$ cat src/rtl/miner_pkg.sv
// Shared definitions for the miner job controller.
//   state_t          : controller FSM states
//   JOB_BYTES        : inbound job frame length (80 header + 4 max_nonce)
//   HEADER_BYTES     : header portion of the job frame
//   RESULT_BYTES     : outbound result frame length (status + nonce + hash)
//   STATUS_*         : result frame status codes
package miner_pkg;

  typedef enum logic [1:0] {
    RX,
    LAUNCH,
    WAIT,
    TX
  } state_t;

  localparam int unsigned JOB_BYTES    = 84;
  localparam int unsigned HEADER_BYTES = 80;
  localparam int unsigned RESULT_BYTES = 37;

  localparam logic [7:0] STATUS_FOUND     = 8'h01;
  localparam logic [7:0] STATUS_EXHAUSTED = 8'h02;

endpackage

$ cat src/rtl/nbits_to_target.sv
// Compact difficulty (nBits) to 256-bit target expansion, purely combinational.
//   nbits  : {exponent[7:0], sign, mantissa[22:0]}
//   target : expanded target; zero for negative or zero mantissa,
//            saturates to all-ones when the exponent exceeds 32 bytes.
module nbits_to_target (
  input  logic [31:0]  nbits,
  output logic [255:0] target
);

  logic [7:0]   exp_b;
  logic [22:0]  mant;
  logic [255:0] mant_ext;

  assign exp_b    = nbits[31:24];
  assign mant     = nbits[22:0];
  assign mant_ext = {233'd0, mant};

  always_comb begin
    target = '0;
    if (nbits[23] || (mant == '0)) begin
      target = '0;
    end else if (exp_b > 8'd32) begin
      target = '1;
    end else if (exp_b <= 8'd3) begin
      target = mant_ext >> (32'd8 * (32'd3 - 32'(exp_b)));
    end else begin
      target = mant_ext << (32'd8 * (32'(exp_b) - 32'd3));
    end
  end

endmodule

$ cat src/rtl/miner_job_ctrl.sv
// Miner job controller: receives an 84-byte job frame, expands the compact
// target, launches the miner, waits for found/exhausted and streams back a
// 37-byte result frame.
//   clk, rst                       : clock, async active-high reset
//   rx_data/rx_valid/rx_ready      : inbound job byte stream
//   tx_data/tx_valid/tx_ready      : outbound result byte stream
//   miner_start/header/target/max_nonce : job handed to the miner core
//   miner_busy/found/exhausted/nonce/hash : miner status (busy is debug only)
//   ctrl_busy                      : high whenever not accepting a job
//   jobs_done                      : completed job count (wraps)
module miner_job_ctrl
  import miner_pkg::*;
(
  input  logic         clk,
  input  logic         rst,
  input  logic [7:0]   rx_data,
  input  logic         rx_valid,
  output logic         rx_ready,
  output logic [7:0]   tx_data,
  output logic         tx_valid,
  input  logic         tx_ready,
  output logic         miner_start,
  output logic [639:0] miner_header,
  output logic [255:0] miner_target,
  output logic [31:0]  miner_max_nonce,
  input  logic         miner_busy,
  input  logic         miner_found,
  input  logic         miner_exhausted,
  input  logic [31:0]  miner_nonce,
  input  logic [255:0] miner_hash,
  output logic         ctrl_busy,
  output logic [15:0]  jobs_done
);

  state_t         state, state_nxt;
  logic [6:0]     rx_cnt;
  logic [5:0]     tx_cnt;
  logic [295:0]   result_sr;
  logic [255:0]   target_w;
  logic [31:0]    nbits;
  logic           rx_last, tx_last, miner_done;
  logic           debug_unused;

  // miner_busy is observed for debug only and never steers control.
  assign debug_unused = miner_busy;

  // nBits is header bytes 72..75, little-endian.
  assign nbits = {miner_header[39:32], miner_header[47:40],
                  miner_header[55:48], miner_header[63:56]};

  nbits_to_target u_target (
    .nbits  (nbits),
    .target (target_w)
  );

  assign rx_last    = (rx_cnt == 7'(JOB_BYTES - 1));
  assign tx_last    = (tx_cnt == 6'(RESULT_BYTES - 1));
  assign miner_done = miner_found | miner_exhausted;

  // The result is held pre-serialised in a shift register: the head byte
  // is always the next byte to send, and it drains to zero after the frame.
  assign tx_data = result_sr[295:288];

  always_ff @(posedge clk or posedge rst) begin
    if (rst) state <= RX;
    else     state <= state_nxt;
  end

  always_comb begin
    state_nxt = state;
    rx_ready  = 1'b0;
    tx_valid  = 1'b0;
    ctrl_busy = 1'b1;
    case (state)
      RX: begin
        rx_ready  = 1'b1;
        ctrl_busy = 1'b0;
        if (rx_valid && rx_last) state_nxt = LAUNCH;
      end
      LAUNCH: state_nxt = WAIT;
      WAIT: if (miner_done) state_nxt = TX;
      TX: begin
        tx_valid = 1'b1;
        if (tx_ready && tx_last) state_nxt = RX;
      end
      default: state_nxt = RX;
    endcase
  end

  always_ff @(posedge clk or posedge rst) begin
    if (rst) begin
      rx_cnt          <= '0;
      tx_cnt          <= '0;
      result_sr       <= '0;
      miner_start     <= 1'b0;
      miner_header    <= '0;
      miner_target    <= '0;
      miner_max_nonce <= '0;
      jobs_done       <= '0;
    end else begin
      case (state)
        RX: begin
          if (rx_valid) begin
            for (int unsigned i = 0; i < HEADER_BYTES; i++) begin
              if (rx_cnt == 7'(i)) miner_header[639 - 8*i -: 8] <= rx_data;
            end
            for (int unsigned i = 0; i < 4; i++) begin
              if (rx_cnt == 7'(HEADER_BYTES + i)) miner_max_nonce[8*i +: 8] <= rx_data;
            end
            rx_cnt <= rx_last ? '0 : rx_cnt + 7'd1;
          end
        end
        LAUNCH: begin
          miner_target <= target_w;
          miner_start  <= 1'b1;
          tx_cnt       <= '0;
        end
        WAIT: begin
          if (miner_done) begin
            miner_start <= 1'b0;
            // Found wins over exhausted; nonce goes out LSB first, hash MSB first.
            result_sr <= {(miner_found ? STATUS_FOUND : STATUS_EXHAUSTED),
                          miner_nonce[7:0], miner_nonce[15:8],
                          miner_nonce[23:16], miner_nonce[31:24],
                          miner_hash};
          end
        end
        TX: begin
          if (tx_ready) begin
            result_sr <= {result_sr[287:0], 8'h00};
            tx_cnt    <= tx_cnt + 6'd1;
            if (tx_last) begin
              tx_cnt    <= '0;
              rx_cnt    <= '0;
              jobs_done <= jobs_done + 16'd1;
            end
          end
        end
        default: ;
      endcase
    end
  end

endmodule

$ cat config.mk
export PLATFORM = sky130hd
export DESIGN_NAME = miner_job_ctrl
export DESIGN_NICKNAME = d
export VERILOG_FILES = /design/src/rtl/miner_pkg.sv /design/src/rtl/nbits_to_target.sv /design/src/rtl/miner_job_ctrl.sv
export SDC_FILE = /design/constraint.sdc
export NUM_CORES = 2
export LEC_CHECK = 0
export ABC_AREA = 1
export CAP_MARGIN = 5
export CORE_AREA = 2 2 489 491
export CTS_CLUSTER_DIAMETER = 30
export DETAILED_ROUTE_END_ITERATION = 12
export DIE_AREA = 0 0 491 493
export PLACE_DENSITY = 0.44
export SETUP_SLACK_MARGIN = 0.4
export SYNTH_ARGS = -nofsm -noshare
export SYNTH_HDL_FRONTEND = slang
export SYNTH_SLANG_ARGS = --single-unit
export TNS_END_PERCENT = 30
$ cat constraint.sdc
create_clock -name clk -period 117.6 [get_ports clk]
set_input_delay 23.52 -clock clk [delete_from_list [all_inputs] [get_ports clk]]
set_output_delay 23.52 -clock clk [all_outputs]
set_load 0.02 [all_outputs]
==> flow_summary.ini <==
[worst_setup_path]
crit_fanout = 140
crit_path_end_kind = async pin
critPathKind = input port to async pin
required_ps = 118420
startpoint_type = input port
crit_arrival_ps = 30290

[floorplan]
ios = 1259
rows = 179
start_util = 0.222
die_h_um = 493
design.die.area_um2 = 242000
die_w_um = 491
core_area_um2 = 237000

[cells_and_area]
final_layout_size_suffix_gt1_frac = 0.0947
fin_nets = 7726
syn2layout_area_growth_pct = 53.0
nFillCells = 24600

[sta]
period_share = 0.251
rsz0062_at_grt = false
tightest_slew_ps = 1150
relSlewSlack = 0.234
setup_tns_ps = 0
finalSetupViolCount = 0
timing.fmax_ghz = 0.0339
worst_hold_slack_ps = 470
skew_ps = 111
fin_crit_ps = 29480
hold_violations = 0
slew_violations = 0

[power_and_ir_drop]
total_power_w = 0.00201
cellPowerDensity_nw_per_um2 = 25.0
max-vdd-ir-drop_uv = 26.6
p_leak_nw = 36.4

[clock_tree]
cts_tree = yes
cts_max_level = 5
clock_latency_ps = 980
cts_setup_buffers = 0
cts_buffers = 372
cts-root-buf = clkbuf_16
clock_tree.buffer_depth = 4
cts_resized = 0
cts-hold-fix-buffers = 0
path_clk_slew_ps = 40
cts.sinks = 1256

[status]
status = finished clean

[place]
dp_hpwl_um = 165000
port-buffer-count = 1257
gp_congestion = 0.866

[yosys]
ys_warn_count = 0
yosys.cell_types.count = 33
synth.top_cell.area_share = 0.598
async_flop_share = 1.00
ys_ff_latch = 1256
synth-edff-count = 0
synth_nets = 6481
synth.avg_cell_area_um2 = 8.52
ys.flop_type = dfrtp_1
yosysMostFrequentCell = nand2_1
synth_area_leaders = dfrtp_1 60%, nand2_1 18%, o21ai_0 7.8%
netlist_area_um2 = 52500
yosysSeqAreaShare = 0.598
synth.cells.most_frequent = 2495 x nand2_1, 1256 x dfrtp_1, 819 x o21ai_0
yosys.area.top_type = dfrtp_1
syn_inst = 6164

[routing]
vias = 48800
dr.first_iter.drc_count = 4048
via_per_inst = 4.49
drc = 0
routed_wl_um = 242000
antenna_left = 0
routedWlPerCell_um = 22.3
dr.pass1.iters = 6

[job]
drv_cap = 0

[global_route]
grt-ovfl-total = 0
track_usage = 0.194
first_global_vias = 48100
grt_max_degree = 227
grt_pass1_wl_um = 348000
antenna_found_initial = 30

[worst_hold_path]
worstHoldPathType = register to register
## layer usage
layer  routed length [µm]  vias to the layer above  global-route usage  part of all wire
met2               112000                     1900               0.308              0.46
li1                     -                    22700                   -                 -
met1                99300                    23800               0.239              0.41
met4                 7150                       28              0.0634             0.030
met3                24300                      409              0.0783              0.10
met5                  151                        -                   0           0.00062
## area by class of cell
type	instances	area (µm²)	share of cell area
diodes	12	30.0	0.000374
clock buffers	513	10700	0.133
clock inverters	140	1640	0.0204
inverters	94	403	0.00501
multi-input cells	4355	19000	0.237
flip-flops and latches	1256	31400	0.391
well taps	3167	3960	0.0493
repair buffers	1330	13200	0.164
## state kept, by name, indices dropped and copies added, names as in the netlist
name and cells:
miner_header 640, miner_max_nonce 32, miner_target 256, miner_start 1, tx_cnt 6, result_sr 296
state 2, rx_cnt 7, jobs_done 16
## cells by family after synthesis
group,count (synthesis),share of synthesized area
flip-flops,1256,0.598
adder cells (fa/ha/maj),14,0.00334
XOR/XNOR,19,0.00360
buffers and inverters,553,0.0406
AO/OA/AOI/OAI,1180,0.121
AND/OR/NAND/NOR,3142,0.233
## cells in the final DEF (no fill, tap or decap), drive strengths merged, types with 17 or more instances in the layout
| cell | n |
|---|---|
| nand2 | 2497 |
| clkdlybuf4s50 | 1257 |
| dfrtp | 1256 |
| o21ai | 859 |
| clkbuf | 513 |
| nor2 | 380 |
| a31oi | 287 |
| nand3 | 181 |
| clkinv | 101 |
| inv | 90 |
| buf | 73 |
| nand4 | 71 |
| a21oi | 30 |
| bufinv | 29 |
| xor2 | 17 |
## path summary, 6_finish.rpt
kind                       slack, ps                             to  depth (start not counted)                     startpoint
max                            88120  miner_target[130]$_DFFE_PP0P_                          9                            rst
min                              470  miner_target[232]$_DFFE_PP0P_                          2  miner_target[232]$_DFFE_PP0P_
max reg2reg                   113040    miner_target[2]$_DFFE_PP0P_                         11   miner_header[32]$_DFFE_PP0P_
min reg2reg                      470  miner_target[232]$_DFFE_PP0P_                          2  miner_target[232]$_DFFE_PP0P_
max in group clk               91220     result_sr[184]$_DFFE_PP0P_                          9                       tx_ready
min in group asynchronous      23080  miner_header[507]$_DFFE_PP0P_                          2                            rst
## power by group
part	switching [W]	internal (W)	leakage (nW)
clock network	0.000292	0.000687	6.10
registers	0.0000535	0.000526	16.6
logic	0.000292	0.000156	13.7
total	0.000638	0.00137	36.4
## critical path: stages
cell and delay [ps]:
clkdlybuf4s50_1 500, inv_8 520, buf_4 740, buf_4 790, buf_12 630, buf_4 640, buf_4 640, buf_4 830
buf_4 920
## through the flow
step           worst slack, ps  instances  instance area, µm²  utilization
2_1_floorplan            58690       6164               52500            -
3_3_place_gp             86930      10200               68000        0.287
3_5_place_dp             86930      10200               68000        0.287
4_1_cts                  87850      10900               80300        0.339
5_1_grt                  87140      10900               80400        0.339
6_report                 88120      10900               80400        0.339
No activity file was read; power rests on OpenSTA's default activity.
